`config.mk`:
```
export PLATFORM = sky130hd
export DESIGN_NAME = dcache_req_arbiter
export DESIGN_NICKNAME = d
export VERILOG_FILES = /design/src/rtl/dcache_arb_pkg.sv /design/src/rtl/dcache_arb_id_fifo.sv /design/src/rtl/dcache_req_arbiter.sv
export SDC_FILE = /design/constraint.sdc
export NUM_CORES = 1
export LEC_CHECK = 0
export ABC_AREA = 1
export CELL_PAD_IN_SITES_DETAIL_PLACEMENT = 1
export CELL_PAD_IN_SITES_GLOBAL_PLACEMENT = 2
export CORE_AREA = 2 2 413 415
export CTS_CLUSTER_SIZE = 24
export DETAILED_ROUTE_END_ITERATION = 12
export DIE_AREA = 0 0 415 417
export GPL_TIMING_DRIVEN = 0
export MAX_ROUTING_LAYER = met4
export PLACE_DENSITY_LB_ADDON = 0.2
export SYNTH_ARGS = -nofsm -noshare
export SYNTH_HDL_FRONTEND = slang
export SYNTH_SLANG_ARGS = --single-unit
```
`constraint.sdc`:
```
create_clock -name clk_i -period 6.4 [get_ports clk_i]
set_input_delay 1.6 -clock clk_i [delete_from_list [all_inputs] [get_ports clk_i]]
set_output_delay 1.6 -clock clk_i [all_outputs]
set_load 0.02 [all_outputs]
```
`src/rtl/dcache_arb_pkg.sv`:
```
// Shared types for the data-cache request arbiter: request/response payloads,
// arbiter FSM states and the port-index width helper.
package dcache_arb_pkg;

    localparam int unsigned ArbAddrWidth = 64;
    localparam int unsigned ArbDataWidth = 64;
    localparam int unsigned ArbUserWidth = 64;

    typedef struct packed {
        logic [ArbAddrWidth-1:0]   addr;
        logic                      we;
        logic [ArbDataWidth/8-1:0] be;
        logic [ArbDataWidth-1:0]   wdata;
        logic [ArbUserWidth-1:0]   wuser;
    } dcache_req_t;

    typedef struct packed {
        logic [ArbDataWidth-1:0] rdata;
        logic [ArbUserWidth-1:0] ruser;
    } dcache_rsp_t;

    typedef enum logic [0:0] {
        StIdle,
        StLocked
    } arb_state_e;

    function automatic int unsigned idx_width(int unsigned n);
        return (n > 1) ? $clog2(n) : 1;
    endfunction

endpackage

```
`src/rtl/dcache_arb_id_fifo.sv`:
```
// In-order FIFO of granted port indices; the head names the owner of the next response.
module dcache_arb_id_fifo #(
    parameter int unsigned Depth = 4,
    parameter int unsigned Width = 2
) (
    input  logic             clk_i,
    input  logic             rst_ni,
    input  logic             push_i,
    input  logic [Width-1:0] wdata_i,
    input  logic             pop_i,
    output logic             full_o,
    output logic             empty_o,
    output logic [Width-1:0] head_o
);

    localparam int unsigned PtrW = $clog2(Depth);
    localparam int unsigned CntW = PtrW + 1;

    logic [Width-1:0] mem_q [Depth];
    logic [PtrW-1:0]  wptr_q, rptr_q;
    logic [CntW-1:0]  cnt_q;
    logic             push_en, pop_en;

    assign full_o  = (cnt_q == CntW'(Depth));
    assign empty_o = (cnt_q == '0);
    assign head_o  = mem_q[rptr_q];
    assign push_en = push_i && !full_o;
    assign pop_en  = pop_i && !empty_o;

    always_ff @(posedge clk_i or negedge rst_ni) begin
        if (!rst_ni) begin
            wptr_q <= '0;
            rptr_q <= '0;
            cnt_q  <= '0;
            for (int i = 0; i < Depth; i++) begin
                mem_q[i] <= '0;
            end
        end else begin
            if (push_en) begin
                mem_q[wptr_q] <= wdata_i;
                wptr_q        <= wptr_q + PtrW'(1);
            end
            if (pop_en) begin
                rptr_q <= rptr_q + PtrW'(1);
            end
            if (push_en && !pop_en) begin
                cnt_q <= cnt_q + CntW'(1);
            end else if (pop_en && !push_en) begin
                cnt_q <= cnt_q - CntW'(1);
            end
        end
    end

endmodule

```
`src/rtl/dcache_req_arbiter.sv`:
```
// Round-robin arbiter sharing one OBI-style dcache port between NrPorts requesters,
// with a lock on the pending request and in-order response routing.
module dcache_req_arbiter
    import dcache_arb_pkg::*;
#(
    parameter int unsigned NrPorts        = 3,
    parameter int unsigned AddrWidth      = ArbAddrWidth,
    parameter int unsigned DataWidth      = ArbDataWidth,
    parameter bit          DataUserEn     = 1'b0,
    parameter int unsigned DataUserWidth  = ArbUserWidth,
    parameter int unsigned MaxOutstanding = 4
) (
    input  logic                             clk_i,
    input  logic                             rst_ni,
    input  logic [NrPorts-1:0]               req_i,
    input  logic [NrPorts*AddrWidth-1:0]     addr_i,
    input  logic [NrPorts-1:0]               we_i,
    input  logic [NrPorts*DataWidth/8-1:0]   be_i,
    input  logic [NrPorts*DataWidth-1:0]     wdata_i,
    input  logic [NrPorts*DataUserWidth-1:0] wuser_i,
    output logic [NrPorts-1:0]               gnt_o,
    output logic [NrPorts-1:0]               rvalid_o,
    output logic [DataWidth-1:0]             rdata_o,
    output logic [DataUserWidth-1:0]         ruser_o,
    output logic                             req_o,
    output logic [AddrWidth-1:0]             addr_o,
    output logic                             we_o,
    output logic [DataWidth/8-1:0]           be_o,
    output logic [DataWidth-1:0]             wdata_o,
    output logic [DataUserWidth-1:0]         wuser_o,
    input  logic                             gnt_i,
    input  logic                             rvalid_i,
    input  logic [DataWidth-1:0]             rdata_i,
    input  logic [DataUserWidth-1:0]         ruser_i,
    output logic                             err_o
);

    localparam int unsigned PortW = idx_width(NrPorts);
    localparam int unsigned BeW   = DataWidth / 8;

    arb_state_e       state_q, state_d;
    logic [PortW-1:0] rr_q, rr_d, lock_q, lock_d;
    logic [PortW-1:0] arb_idx, cand, sel, head;
    logic             any_req, fifo_full, fifo_empty, push, pop, err_q;
    dcache_req_t      port_req [NrPorts];
    dcache_req_t      sel_req;
    dcache_rsp_t      rsp;

    always_comb begin
        for (int p = 0; p < NrPorts; p++) begin
            port_req[p].addr  = addr_i[p*AddrWidth +: AddrWidth];
            port_req[p].we    = we_i[p];
            port_req[p].be    = be_i[p*BeW +: BeW];
            port_req[p].wdata = wdata_i[p*DataWidth +: DataWidth];
            port_req[p].wuser = DataUserEn ? wuser_i[p*DataUserWidth +: DataUserWidth] : '0;
        end
    end

    // First requesting port at or after the round-robin pointer.
    always_comb begin
        arb_idx = '0;
        cand    = '0;
        any_req = 1'b0;
        for (int i = 0; i < NrPorts; i++) begin
            cand = PortW'((int'(rr_q) + i) % int'(NrPorts));
            if (!any_req && req_i[cand]) begin
                any_req = 1'b1;
                arb_idx = cand;
            end
        end
    end

    assign sel     = (state_q == StLocked) ? lock_q : arb_idx;
    assign sel_req = port_req[sel];
    // Fullness uses the registered count, so a same-cycle pop never frees a slot.
    assign req_o   = (state_q == StLocked) || (any_req && !fifo_full);

    always_comb begin
        state_d = state_q;
        lock_d  = lock_q;
        rr_d    = rr_q;
        push    = 1'b0;
        unique case (state_q)
            StIdle: begin
                if (req_o) begin
                    if (gnt_i) begin
                        push = 1'b1;
                    end else begin
                        lock_d  = sel;
                        state_d = StLocked;
                    end
                end
            end
            StLocked: begin
                if (gnt_i) begin
                    push    = 1'b1;
                    state_d = StIdle;
                end
            end
            default: state_d = StIdle;
        endcase
        if (push) begin
            rr_d = (sel == PortW'(NrPorts - 1)) ? '0 : sel + PortW'(1);
        end
    end

    assign pop = rvalid_i && !fifo_empty;

    always_comb begin
        rsp.rdata = rdata_i;
        rsp.ruser = DataUserEn ? ruser_i : '0;
        for (int p = 0; p < NrPorts; p++) begin
            gnt_o[p]    = push && (sel == PortW'(p));
            rvalid_o[p] = pop && (head == PortW'(p));
        end
        rdata_o = pop ? rsp.rdata : '0;
        ruser_o = pop ? rsp.ruser : '0;
        addr_o  = req_o ? sel_req.addr : '0;
        we_o    = req_o ? sel_req.we : 1'b0;
        be_o    = req_o ? sel_req.be : '0;
        wdata_o = req_o ? sel_req.wdata : '0;
        wuser_o = req_o ? sel_req.wuser : '0;
    end

    always_ff @(posedge clk_i or negedge rst_ni) begin
        if (!rst_ni) begin
            state_q <= StIdle;
            rr_q    <= '0;
            lock_q  <= '0;
            err_q   <= 1'b0;
        end else begin
            state_q <= state_d;
            rr_q    <= rr_d;
            lock_q  <= lock_d;
            err_q   <= err_q | (rvalid_i && fifo_empty);
        end
    end

    assign err_o = err_q;

    dcache_arb_id_fifo #(
        .Depth (MaxOutstanding),
        .Width (PortW)
    ) u_id_fifo (
        .clk_i   (clk_i),
        .rst_ni  (rst_ni),
        .push_i  (push),
        .wdata_i (sel),
        .pop_i   (pop),
        .full_o  (fifo_full),
        .empty_o (fifo_empty),
        .head_o  (head)
    );

endmodule

```
==> metrics.md <==
| Metric | Value |
|---|---|
| Post-CTS Setup Bufs | 0 |
| Post-synth ARST share | 100% |
| CTS Hold Bufs | 0 |
| Leak pwr | approximately 7.6 nW |
| Drt via density | 2.68 |
| Crit-path cells | clkdlybuf4s50_1 -> inv_1 -> nand2_1 -> nand3_1 -> nand2_1 -> nand3_1 -> nand4_2 -> nand2_8 -> inv_2 -> buf_8 -> buf_2 -> nand3_1 -> a21oi_1 -> clkdlybuf4s50_1 |
| Clk_skew | 0.00371 ns |
| Most frequent CP cell | nand3_1 |
| First-pass GRT wire length | 113000 um |
| Antenna Violating Nets Remaining | 0 |
| Worst-Skew Late Latency | 0.26 ns |
| Clock Sink Count | 21 |
| Switching Share | between 60% and 70% |
| 1st-iter DRT viols | 422 |
| Clock power frac | ~1.5% |
| Yosys reg bits | 21 |
| Worst EP arrival | 4.57 ns |
| Sequential share of the synthesized area | 7.16% |
| Comb power frac | 95.9% |
| Pins Over Slew Limit | 0 |
| Hold Violations, Final | 0 |
| Final #Nets | 2953 |
| Run status | completed |
| I/O pin total | between 1000 and 1500 |
| Fmax | 0.162 GHz |
| CTS buffer count | 3 |
| Worst EP required | ~4.8 ns |
| Slowest cell on crit path | clkdlybuf4s50_1 |
| Final Cell Area | 17800 um2 |
| Worst-path fanout max | 10 |
| Cells after Synth | 1383 |
| Grt ovf | 0 |
| Final setup TNS | 0 ns |
| Tmin final | between 6 and 7 ns |
| Post-synth EDFFs | 0 |
| Commonest non-fill, non-tap cells in the layout | clkdlybuf4s50_1 (666), nand3_1 (426), nand2_1 (311) |
| Psw | ~5.8 mW |
| CP bufs+invs | 6 |
| Setup crit start kind | primary input |
| Unrepaired setup endpoints after global routing | yes |
| IO buf count | 690 |
| Initial antenna violation count | 25 |
| CP top delay family | buffers and inverters |
| Hold WC Path Type | reg -> reg |
| Slew margin rel. | 27.0% |
| First-pass DRT Iterations | 4 |
| Dpl cells | around 4400 |
| Total Wirelength | 86100 um |
| H-tree levels | 1 |
| Core footprint | 169000 um2 |
| Avg Cell Area, Syn | 5.31 um2 |
| Most common cell after layout, fill and taps aside | clkdlybuf4s50_1 |
| Sequential share of power | 2.6% |
| Largest net degree at the start of global routing | 22 |
| Kind of critical path | in -> out |
| Slew @ Worst Pin | between 1 and 1.5 ns |
| Clock tree buffer depth | 2 |
| Layout area overhead | 142% |
| Final worst slack | 0.232 ns |
| TritonCTS clock tree | built |
| Internal | approximately 3.5 mW |
| DR vias | about 12000 |
| Crit-path max cell delay | 0.66 ns |
| Mapped Area | around 7300 um2 |
| Pre-CTS setup slack | -0.799 ns |
| Max IR drop VDD | 0.165 mV |
| Most common flop cell mapped by yosys | dfrtp_1 |
| Die width | 415 um |
| Post-synthesis cell type count | 32 |
| PwrDens | 523 nW/um2 |
| Number of global-route vias before repair | roughly 13000 |
| # setup viols final | 0 |
| Tot GR Track Use | 9.74% |
| Crit end category | output port |
| YS warnings | 0 |
| Detail Placement HPWL | ~74000 um |
| Max-Cap Viols | 0 |
| Period utilization | roughly 96% |
| Placed inst area | 17500 um2 |
| Share of layout cells above drive strength 1 | 11.6% |
| Std-Cell Rows | 151 |
| Layout Cells excl Fill | between 4000 and 5000 |
| Chip height | 417 um |
| Layout fillers | 20500 |
| DRC | 0 |
| Initial core utilization | 4.36% |
| Die Area | 173000 um2 |
| Final estimated routing congestion in global placement | 0.768 |
| DR WL/cell | 19.4 um |
| Clock root buffer | clkbuf_16 |
| Worst-path clk slew | 0.06 ns |
[sequential cells by signal (all words and copies together), names as in the netlist]
| signal | flops |
|---|---|
| u_id_fifo.mem_q | 8 |
| u_id_fifo.cnt_q | 3 |
| lock_q | 2 |
| rr_q | 2 |
| u_id_fifo.rptr_q | 2 |
| u_id_fifo.wptr_q | 2 |
| err_o | 1 |
| state_q | 1 |
[metal layers]
metal | vias up | global-route usage, % | routed length [um]
li1 | 5965 | - | -
met1 | 5612 | 10.0 | 31900
met2 | 319 | 19.8 | 50500
met3 | 14 | 1.23 | 3220
met4 | 0 | 1.26 | 466
met5 | - | - | 0
[power by group through the flow]
stage	Clock (mW)	Combinational, mW	Sequential (mW)
2_1_floorplan	0	4.51	0.234
3_3_place_gp	0	9.37	0.245
3_5_place_dp	0	9.29	0.246
4_1_cts	0.145	9.35	0.243
5_1_grt	0.147	9.75	0.252
6_report	0.137	8.91	0.241
[what timing repair did]
action                                  in CTS  in global routing
endpoints found under the setup margin     136                 55
hold endpoints to repair                     0                  0
resized for setup                           31                 31
cloned                                       0                  0
[final timing paths]
check	start	to	slack, ns	cells past startpoint
setup / recovery	req_i[1]	addr_o[48]	0.23	14
hold reg to reg	err_o	err_o	0.48	1
hold / removal	err_o	err_o	0.48	1
max in group asynchronous	rst_ni	u_id_fifo.mem_q[0]	3.81	1
min in group asynchronous	rst_ni	err_o	1.93	1
setup reg to reg	rr_q[0]	u_id_fifo.cnt_q[2]	3.18	17
[through the flow]
step                utilization [%]  total power [mW]  hold WS (ns)
CTS                            10.5              9.74         0.486
global route                   10.5              10.1         0.523
floorplan                         -              4.74         0.446
global placement               10.4              9.61         0.470
detailed placement             10.4              9.54         0.468
finish                         10.5              9.29         0.482
[synth_stat cells (9+ instances only)]
master / count / area share, %
buf_6: 15 / 2.3
buf_2: 61 / 4.2
o21ai_0: 12 / 0.82
clkbuf_1: 32 / 1.6
ha_1: 9 / 1.5
inv_1: 95 / 4.9
nand2_1: 311 / 16
buf_4: 142 / 15
a21oi_1: 132 / 9.0
nor2_1: 78 / 4.0
nand3_1: 426 / 29
dfrtp_1: 21 / 7.2
a21oi_2: 10 / 1.2
[logic make-up after synthesis]
family / after synthesis / synth area share (%)
buf+inv: 357 / 28.2
simple gates: 828 / 50.4
other cells: 1 / 0.0511
fa+ha+maj: 10 / 1.81
xor+xnor: 4 / 0.477
compound gates: 162 / 11.8
flops: 21 / 7.16
[cell type report]
cell class	count	area, um2	share of cell area [%]
Buffer	257	1780	10.0
Multi-Input combinational cell	1132	5240	29.5
Antenna cell	20	50.0	0.282
Timing Repair Buffer	690	6930	39.0
Sequential cell	21	526	2.96
Tap cell	2218	2780	15.6
Clock buffer	4	78.8	0.444
Inverter	100	375	2.11
(Power assumes the default switching activity.)
